**config.mk**
```make
export PLATFORM = sky130hd
export DESIGN_NAME = bus_arbiter_flat
export DESIGN_NICKNAME = d
export VERILOG_FILES = /design/src/rtl/bus_arbiter_if.sv /design/src/rtl/bus_arbiter.sv /design/src/flat_wrapper.sv
export SDC_FILE = /design/constraint.sdc
export NUM_CORES = 1
export LEC_CHECK = 0
export ABC_AREA = 0
export CORE_AREA = 4 4 119 121
export CTS_BUF_LIST = sky130_fd_sc_hd__clkbuf_4 sky130_fd_sc_hd__clkbuf_8
export CTS_CLUSTER_DIAMETER = 150
export CTS_CLUSTER_SIZE = 10
export DETAILED_ROUTE_END_ITERATION = 10
export DIE_AREA = 0 0 123 125
export PLACE_DENSITY_LB_ADDON = 0.2
export SYNTH_ARGS = -nofsm -noshare
export SYNTH_HDL_FRONTEND = slang
export SYNTH_SLANG_ARGS = --single-unit
export TNS_END_PERCENT = 1
```
**constraint.sdc**
```tcl
create_clock -name clk -period 10.35 [get_ports clk]
set_input_delay 3.105 -clock clk [delete_from_list [all_inputs] [get_ports clk]]
set_output_delay 3.105 -clock clk [all_outputs]
set_load 0.05 [all_outputs]
```
**src/rtl/bus_arbiter_if.sv**
```systemverilog
// bus_arbiter_if
// Bundles the two master request channels, the forwarded decoder bus and the
// unmapped-access status flags of the system-bus arbiter.
//   slave  modport : arbiter side (takes requests, drives grants/acks/bus/err)
//   master modport : requester/decoder side (the mirror image)
// Signals:
//   req0/req1, we0/we1, a0/a1, wd0/wd1 : master requests, write enables, address, write data
//   gnt0/gnt1, ack0/ack1, rd           : grants, beat accepts, shared read data
//   bus_a, bus_we, bus_wd, bus_rd      : decoder-facing bus
//   err, err_addr, err_cnt             : unmapped-access pulse, last bad address, count
interface bus_arbiter_if;
    logic        req0;
    logic        req1;
    logic        we0;
    logic        we1;
    logic [31:0] a0;
    logic [31:0] a1;
    logic [31:0] wd0;
    logic [31:0] wd1;
    logic        gnt0;
    logic        gnt1;
    logic        ack0;
    logic        ack1;
    logic [31:0] rd;
    logic [31:0] bus_a;
    logic        bus_we;
    logic [31:0] bus_wd;
    logic [31:0] bus_rd;
    logic        err;
    logic [31:0] err_addr;
    logic [7:0]  err_cnt;

    modport slave (
        input  req0, req1, we0, we1, a0, a1, wd0, wd1, bus_rd,
        output gnt0, gnt1, ack0, ack1, rd, bus_a, bus_we, bus_wd,
        output err, err_addr, err_cnt
    );

    modport master (
        output req0, req1, we0, we1, a0, a1, wd0, wd1, bus_rd,
        input  gnt0, gnt1, ack0, ack1, rd, bus_a, bus_we, bus_wd,
        input  err, err_addr, err_cnt
    );
endinterface

```
**src/rtl/bus_arbiter.sv**
```systemverilog
// bus_arbiter
// Shares the system bus between master 0 (CPU) and master 1 (DMA). The granted
// master's address/write-enable/write-data are forwarded to the address decoder;
// beats to unmapped addresses are acknowledged but have their write suppressed
// and are reported through err/err_addr/err_cnt.
// Ports:
//   clk  : system clock, rising edge
//   rst  : synchronous active-high reset
//   bif  : bus_arbiter_if.slave (requests, grants, acks, decoder bus, error status)
// Parameters:
//   MAX_HOLD : beats a master may keep the bus while the other is requesting (1..255)
//
// state  | meaning
// IDLE   | no grant; bus outputs 0
// GRANT0 | master 0 (CPU) owns the bus
// GRANT1 | master 1 (DMA) owns the bus
module bus_arbiter #(
    parameter int MAX_HOLD = 4
) (
    input logic        clk,
    input logic        rst,
    bus_arbiter_if.slave bif
);
    typedef enum logic [1:0] {IDLE, GRANT0, GRANT1} state_t;

    localparam logic [7:0] HOLD_LAST = 8'(MAX_HOLD - 1);

    state_t      state;
    logic        last;
    logic [7:0]  hold_cnt;

    logic        beat0;
    logic        beat1;
    logic        beat;
    logic [31:0] sel_a;
    logic [31:0] sel_wd;
    logic        sel_we;
    logic        mapped;

    function automatic logic is_mapped(input logic [31:0] addr);
        return (addr <= 32'h0000_00FC) ||
               (addr >= 32'h0000_0800 && addr <= 32'h0000_080C) ||
               (addr >= 32'h0000_0900 && addr <= 32'h0000_090C) ||
               (addr >= 32'h0000_0A00 && addr <= 32'h0000_0A0C);
    endfunction

    always_comb begin
        beat0  = bif.req0 & bif.gnt0;
        beat1  = bif.req1 & bif.gnt1;
        beat   = beat0 | beat1;
        sel_a  = 32'h0;
        sel_wd = 32'h0;
        sel_we = 1'b0;
        if (beat0) begin
            sel_a  = bif.a0;
            sel_wd = bif.wd0;
            sel_we = bif.we0;
        end else if (beat1) begin
            sel_a  = bif.a1;
            sel_wd = bif.wd1;
            sel_we = bif.we1;
        end
        mapped = is_mapped(sel_a);
    end

    assign bif.ack0   = beat0;
    assign bif.ack1   = beat1;
    assign bif.bus_a  = sel_a;
    assign bif.bus_wd = sel_wd;
    // Unmapped beats are still acked so the master never stalls, but must not write.
    assign bif.bus_we = sel_we & mapped;
    assign bif.rd     = bif.bus_rd;

    always_ff @(posedge clk) begin
        if (rst) begin
            state        <= IDLE;
            bif.gnt0     <= 1'b0;
            bif.gnt1     <= 1'b0;
            last         <= 1'b1;
            hold_cnt     <= 8'h0;
            bif.err      <= 1'b0;
            bif.err_addr <= 32'h0;
            bif.err_cnt  <= 8'h0;
        end else begin
            bif.err <= beat & ~mapped;
            if (beat && !mapped) begin
                bif.err_addr <= sel_a;
                if (bif.err_cnt != 8'hFF) bif.err_cnt <= bif.err_cnt + 8'd1;
            end

            case (state)
                IDLE: begin
                    // On a tie the master that did not own the bus last wins.
                    if (bif.req0 && (!bif.req1 || last)) begin
                        state    <= GRANT0;
                        bif.gnt0 <= 1'b1;
                        last     <= 1'b0;
                        hold_cnt <= 8'h0;
                    end else if (bif.req1) begin
                        state    <= GRANT1;
                        bif.gnt1 <= 1'b1;
                        last     <= 1'b1;
                        hold_cnt <= 8'h0;
                    end
                end
                GRANT0: begin
                    if (!bif.req0 || (bif.req1 && hold_cnt == HOLD_LAST)) begin
                        bif.gnt0 <= 1'b0;
                        if (bif.req1) begin
                            state    <= GRANT1;
                            bif.gnt1 <= 1'b1;
                            last     <= 1'b1;
                            hold_cnt <= 8'h0;
                        end else begin
                            state <= IDLE;
                        end
                    end else if (hold_cnt != HOLD_LAST) begin
                        // Staying with req0 high means a beat happened this cycle.
                        hold_cnt <= hold_cnt + 8'd1;
                    end
                end
                GRANT1: begin
                    if (!bif.req1 || (bif.req0 && hold_cnt == HOLD_LAST)) begin
                        bif.gnt1 <= 1'b0;
                        if (bif.req0) begin
                            state    <= GRANT0;
                            bif.gnt0 <= 1'b1;
                            last     <= 1'b0;
                            hold_cnt <= 8'h0;
                        end else begin
                            state <= IDLE;
                        end
                    end else if (hold_cnt != HOLD_LAST) begin
                        hold_cnt <= hold_cnt + 8'd1;
                    end
                end
                default: begin
                    state    <= IDLE;
                    bif.gnt0 <= 1'b0;
                    bif.gnt1 <= 1'b0;
                end
            endcase
        end
    end
endmodule

```
**src/flat_wrapper.sv**
```systemverilog
// flat-port wrapper written by rule: the top's interface ports become plain ports
module bus_arbiter_flat 
#(
    parameter int MAX_HOLD = 4
)
  (clk, rst, bif_req0, bif_req1, bif_we0, bif_we1, bif_a0, bif_a1, bif_wd0, bif_wd1, bif_bus_rd, bif_gnt0, bif_gnt1, bif_ack0, bif_ack1, bif_rd, bif_bus_a, bif_bus_we, bif_bus_wd, bif_err, bif_err_addr, bif_err_cnt);
  bus_arbiter_if bif_i ();
  input logic clk;
  input logic rst;
  input wire logic [$bits(bif_i.req0)-1:0] bif_req0;
  input wire logic [$bits(bif_i.req1)-1:0] bif_req1;
  input wire logic [$bits(bif_i.we0)-1:0] bif_we0;
  input wire logic [$bits(bif_i.we1)-1:0] bif_we1;
  input wire logic [$bits(bif_i.a0)-1:0] bif_a0;
  input wire logic [$bits(bif_i.a1)-1:0] bif_a1;
  input wire logic [$bits(bif_i.wd0)-1:0] bif_wd0;
  input wire logic [$bits(bif_i.wd1)-1:0] bif_wd1;
  input wire logic [$bits(bif_i.bus_rd)-1:0] bif_bus_rd;
  output wire logic [$bits(bif_i.gnt0)-1:0] bif_gnt0;
  output wire logic [$bits(bif_i.gnt1)-1:0] bif_gnt1;
  output wire logic [$bits(bif_i.ack0)-1:0] bif_ack0;
  output wire logic [$bits(bif_i.ack1)-1:0] bif_ack1;
  output wire logic [$bits(bif_i.rd)-1:0] bif_rd;
  output wire logic [$bits(bif_i.bus_a)-1:0] bif_bus_a;
  output wire logic [$bits(bif_i.bus_we)-1:0] bif_bus_we;
  output wire logic [$bits(bif_i.bus_wd)-1:0] bif_bus_wd;
  output wire logic [$bits(bif_i.err)-1:0] bif_err;
  output wire logic [$bits(bif_i.err_addr)-1:0] bif_err_addr;
  output wire logic [$bits(bif_i.err_cnt)-1:0] bif_err_cnt;
  assign bif_i.req0 = bif_req0;
  assign bif_i.req1 = bif_req1;
  assign bif_i.we0 = bif_we0;
  assign bif_i.we1 = bif_we1;
  assign bif_i.a0 = bif_a0;
  assign bif_i.a1 = bif_a1;
  assign bif_i.wd0 = bif_wd0;
  assign bif_i.wd1 = bif_wd1;
  assign bif_i.bus_rd = bif_bus_rd;
  assign bif_gnt0 = bif_i.gnt0;
  assign bif_gnt1 = bif_i.gnt1;
  assign bif_ack0 = bif_i.ack0;
  assign bif_ack1 = bif_i.ack1;
  assign bif_rd = bif_i.rd;
  assign bif_bus_a = bif_i.bus_a;
  assign bif_bus_we = bif_i.bus_we;
  assign bif_bus_wd = bif_i.bus_wd;
  assign bif_err = bif_i.err;
  assign bif_err_addr = bif_i.err_addr;
  assign bif_err_cnt = bif_i.err_cnt;
  bus_arbiter #(.MAX_HOLD(MAX_HOLD)) u_core (.clk(clk), .rst(rst), .bif(bif_i));
endmodule
```
* Word-level counts from Yosys, hierarchy flattened
Cells that the tools add are included.
** Word-level totals
- Output and inout bits :: 142
- Bits of input ports :: 166
- Register bits after elaboration :: 54
- Logic and storage cells :: 95
** Cells by class
- Bitwise logic cells :: 6
- Muxes and demuxes :: 36
- Equality and inequality tests :: 12
- Magnitude comparators :: 7
- Reductions and logical operators :: 24
- Add/sub/neg operators :: 2
** Operators with widths (count)
- two-way mux 32 bit :: 4
- greater-or-equal comparator 32 x 12 -> 1 bit, second input constant :: 3
- <= comparator 32 x 12 -> 1 bit, second input constant :: 3
- two-way mux 8 bit :: 6
- <= comparator 32 x 8 -> 1 bit, second input constant :: 1
- case mux 8 bit (3 select lines) :: 1
- adder 8 x 1 -> 8 bit, second input constant :: 2
- two-way mux 1 bit :: 16
- two-way mux 2 bit :: 5
- case mux 1 bit (3 select lines) :: 3
- equality test 8 x 2 -> 1 bit, second input constant :: 1
- inequality test 8 x 2 -> 1 bit, second input constant :: 1
- inequality test 8 bit, second input constant :: 1
- AND reduction 4 bit :: 2
- logical AND 1 bit :: 7
- logical OR 1 bit :: 6
- inequality test 2 x 1 -> 1 bit, second input constant :: 3
- case mux 2 bit (3 select lines) :: 1
- AND reduction 3 bit :: 2
- bitwise AND 1 bit :: 4
- inequality test 2 bit, second input constant :: 2
- AND reduction 2 bit :: 2
- logical NOT 1 bit :: 3
- inequality test 3 x 2 -> 1 bit, second input constant :: 1
- other kinds (7) :: 7

* Longest topological paths before layout
Gate-level depths: netlist of run 1.
- Word-level depth :: 11
- Gate-level depth with buffers :: 13
- Mapped depth without buffers :: 9

* Least setup slack after synthesis of run 1
Ideal clock, no wire load.
- Path kind :: input port to output port
- From :: input bif_req0
- To :: output bif_bus_we
- Arrival time :: 5.778 ns
- Slack :: 1.467 ns
- Cell stages on the path :: 11
- Path through :: nand2_2 inv_2 nor2_2 a22o_1 o21ai_0 a211oi_1 or2_1 buf_4 buf_6 buf_4 nor2b_1
** On the way
- Cells in the longest elaborated chain, start to end :: 8
- Elaborated cells on any way between the ends :: 17
- Classes of those cells :: order compare (7); mux (2); bitwise (2); reduce/logical (6)
** Ends and longest elaborated chain
- start: declaration :: line flat_wrapper.sv:10 : input wire logic [$bits(bif_i.req0)-1:0] bif_req0;
- bitwise AND 1 bit (*) :: line bus_arbiter.sv:48 : beat0 = bif.req0 & bif.gnt0;
- two-way mux 32 bit (*) :: line bus_arbiter.sv:54 : if (beat0) begin
- named net bif_bus_a[8] :: line flat_wrapper.sv:24 : output wire logic [$bits(bif_i.bus_a)-1:0] bif_bus_a;
- greater-or-equal comparator 32 x 12 -> 1 bit / <= comparator 32 x 12 -> 1 bit (equally long branches) :: line bus_arbiter.sv:42 : (addr >= 32'h0000_0800 && addr <= 32'h0000_080C) ||
- logical AND 1 bit :: line bus_arbiter.sv:42
- logical OR 1 bit :: line bus_arbiter.sv:41 : return (addr <= 32'h0000_00FC) ||
- logical OR 1 bit :: line bus_arbiter.sv:42
- logical OR 1 bit (*) :: line bus_arbiter.sv:43 : (addr >= 32'h0000_0900 && addr <= 32'h0000_090C) ||
- bitwise AND 1 bit (*) :: line bus_arbiter.sv:71 : assign bif.bus_we = sel_we & mapped;
- end: declaration :: line flat_wrapper.sv:25 : output wire logic [$bits(bif_i.bus_we)-1:0] bif_bus_we;
The timed path passes the listed nets; every way through them passes the cells marked *.

* Final worst setup path of run 1
- From :: input bif_req0
- To :: output bif_bus_we
** On the way
- Cells in the longest elaborated chain, start to end :: 8
- Elaborated cells on any way between the ends :: 17
- Classes of those cells :: order compare (7); mux (2); bitwise (2); reduce/logical (6)
** Ends and longest elaborated chain (line)
- bitwise AND 1 bit (*) :: bus_arbiter.sv:48
- two-way mux 32 bit :: bus_arbiter.sv:54
- greater-or-equal comparator 32 x 12 -> 1 bit / <= comparator 32 x 12 -> 1 bit (equally long branches) :: bus_arbiter.sv:42
- logical AND 1 bit :: bus_arbiter.sv:42
- logical OR 1 bit :: bus_arbiter.sv:41
- logical OR 1 bit :: bus_arbiter.sv:42
- logical OR 1 bit :: bus_arbiter.sv:43
- bitwise AND 1 bit (*) :: bus_arbiter.sv:71
Every way passes the cells marked *; elsewhere a longest branch is shown, timed or not.

==> results.md, run 1 <==
- Internal power: ~630 µW
- F_max: 106 MHz
- Clk root buf: clkbuf_8
- Nets: slightly above 800
- Worst hold stages: 2
- Maxcap violations: 0
- DR iter-0 viols: roughly 250
- Final WS setup: between 0.9 and 1 ns
- Cell with the most instances after synthesis: a22o_1
- Chip width: 123 µm
- Cell count after synthesis: around 440
- Setup TNS: 0 ns
- CP peak stage delay: approximately 0.54 ns
- Final worst path period need: around 9.4 ns
- Sw power: about 670 µW
- Sw Ratio: 0.517
- Detailed-route wire length: between 15000 and 20000 µm
- DR WL met3: between 1000 and 1500 µm
- Met2 Wirelength: ~7800 µm
- Yosys top cell area share: 0.306
- Worst Tran Pin Value: between 1 and 1.5 ns
- Clk network pwr share: 0.116
- HPWL after DPL: about 13000 µm
- Place WS: 0.934 ns
- Worst EP required: a little over 7 ns
- RSZ-0062 raised after global routing: no
- Area leader, netlist: dfxtp_1
- Total CTS buffers: 5
- Sequential fraction of the synthesis area: 0.306
- Status: finished, final reports clean
- Clock Latency Late Sink: 0.32 ns
- Fin. max-slew vios: 0
- Post-CTS Setup Bufs: 0
- Gr usage total: 0.198
- Die area: 15400 µm²
- Crit end category: primary output
- Setup CP Type: in -> out
- Largest net degree at the start of global routing: 58
- Critical-path cell with the highest stage delay: buf_4
- Layout filler cell count: 1257
- Synth Area in Adders: 0.0248
- Ys async rst share: 0
- Cell area after layout: 5980 µm²
- Hold Path Class: reg -> reg
- N_diodes: 0
- ANT nets after route: 0
- Comb power frac: 0.674
- Antenna violations before repair: 1
- Max Buffers Root-to-Sink: 2
- CTS tree: done
- Commonest cells post-synth: a22o_1, nor2_1, dfxtp_1
- Fin crit share: 0.911
- Mux cell area share after synthesis: 0.0375
- Max_slew headroom: 0.287
- CTS resizes: 0
- Synth Area in XOR/XNOR: 0.00248
- Crit start category: input port
- Compound-Gate Fraction of Synth Area: 0.313
- RePlAce Congestion: 0.924
- Top routing layer used: met5
- Leak pwr: 0.00222 µW
- Proportion of layout cells with a drive suffix above 1: 0.0395
- Pwr dens: approximately 220 nW/µm²
- Main combinational cell family by area after synthesis: compound AO/OA/AOI/OAI gates
- IO Count: 308
- CTS Hold Bufs: 0
- Met1 WL: about 6800 µm
- Worst EP arrival: ~6.3 ns
- GRT overflow: 0
- First-pass GRT wire length: between 20000 and 25000 µm
- Clock slew at reported path FFs: 0.10 ns
- Syn_area_per_cell: ~8.1 µm²
- Area of the core: roughly 13000 µm²
- DRC viols: 0
- Vias in the first global route: a little over 4000
- Setup Skew: roughly 0.0066 ns
- Ys flop type: dfxtp_1
- Crit-path cells: clkdlybuf4s50_1 -> buf_4 -> nand2_2 -> inv_2 -> buf_4 -> nor3_1 -> nor3_1 -> o21bai_1 -> a211oi_1 -> or2_2 -> nor2b_1 -> buf_12
- IO buf count: ~240
- Synth Area in Simple Gates: 0.204
- Top post-synthesis cells by area: dfxtp_1, a22o_1, buf_4
- Cell Area, Synth: 3540 µm²
- Final hold vios: 0
- Yosys reg bits: between 50 and 60
- Worst VDD drop: ~100 µV
- Syn_nets: between 600 and 700
- Sequential Power Share: 0.210
- Setup violations, final: 0
- DIE HEIGHT: 125 µm
- DR WL/cell: 20.3 µm
- H-tree Lvls: 2
- EDFF count, synth: 0
- Worst R2R Path Depth: 11
- Drt pass-1 iters: 5
- DR vias: around 4200
- Syn. warnings: 0
- Clk sinks: 54
- Post-synth cell types: 54
- Area after DPL: around 6000 µm²
- Initial Util: 0.270
- Vias per cell: around 5.2
- Area growth from synthesis to layout: 68.9%
- FP Rows: between 40 and 50
- Maximum fanout along the worst path: just under 50
sequential cells by signal, indices dropped and copies added (netlist names):
| register | flops |
|---|---|
| u_core.state | 2 |
| u_core.hold_cnt | 8 |
| u_core.bif.err | 1 |
| u_core.bif.err_cnt | 8 |
| u_core.bif.err_addr | 32 |
| u_core.bif.gnt0 | 1 |
| u_core.bif.gnt1 | 1 |
| u_core.last | 1 |
worst max-delay path, delay by kind of cell:
family / cells / cell delay [ns]
buf+inv: 5 / 1.72
simple gates: 5 / 0.95
compound gates: 2 / 0.54
logic make-up (layout without fill, tap and decap cells):
| logic type | count (synthesis) | after routing |
|---|---|---|
| muxes | 13 | 13 |
| buffers and inverters | 68 | 263 |
| AOI/OAI and AO/OA | 149 | 149 |
| and+or+nand+nor | 146 | 146 |
| adders and majority gates | 7 | 7 |
| DFF | 54 | 54 |
| xor gates and xnor gates | 1 | 1 |
power groups by stage:
stage / Sequential (µW) / Clock [µW] / Combinational [µW]
floorplan: 372 / 0 / 524
global placement: 277 / 0 / 870
detailed placement: 277 / 0 / 876
CTS: 273 / 155 / 878
global route: 278 / 163 / 921
finish: 273 / 150 / 875
cell usage in the layout (no fill, tap or decap), types with 7 or more instances in the layout:
master,instances
o21ai_0,10
clkdlybuf4s50_1,241
nor4_1,13
a21oi_1,33
nor3_1,8
ha_1,7
a22o_1,64
nor2_1,56
mux2i_1,11
and3_1,7
nand3_1,10
nand2_1,20
dfxtp_1,54
final timing paths:
path	startpoint	endpoint	slack (ns)
setup / recovery	bif_req0	bif_bus_we	0.92
hold / removal	u_core.bif.err_addr[13]	u_core.bif.err_addr[13]	0.49
setup reg to reg	u_core.bif.gnt0	u_core.bif.err_cnt[0]	6.53
hold reg to reg	u_core.bif.err_addr[13]	u_core.bif.err_addr[13]	0.49
stage by stage:
step,hold WS [ns],util,power [µW],cells
after global routing,0.533,0.457,1360,809
final,0.493,0.457,1300,809
after global placement,0.466,0.448,1150,801
after floorplan,0.470,-,896,438
after detailed placement,0.474,0.448,1150,801
after CTS,0.499,0.457,1310,809
final cells by class:
cell class	count	area (µm²)	share of cell area
Clock buffer	5	68.8	0.0115
Clock inverter	3	47.5	0.00796
Inverter	8	30.0	0.00503
Multi-Input combinational cell	316	2060	0.345
Sequential cell	54	1080	0.181
Tap cell	176	220	0.0369
Timing Repair Buffer	247	2470	0.413
metal layers:
layer | GRT usage | up-vias
li1 | - | 1990
met5 | 0 | -
met1 | 0.248 | 1972
met4 | 0.0560 | 2
met3 | 0.0547 | 40
met2 | 0.333 | 195
Power figures use the tool's default switching activity.
==> inputs of run 2 (changes only) <==
TNS_END_PERCENT = unset   (was 1)
==> results of run 2 <==
The final DEF is identical to that of run 1; final timing and power are the same.
==> inputs of run 3 (changes only) <==
CAP_MARGIN = 15   (was unset)
==> results of run 3 <==
The final DEF is identical to that of run 1; final timing and power are the same.
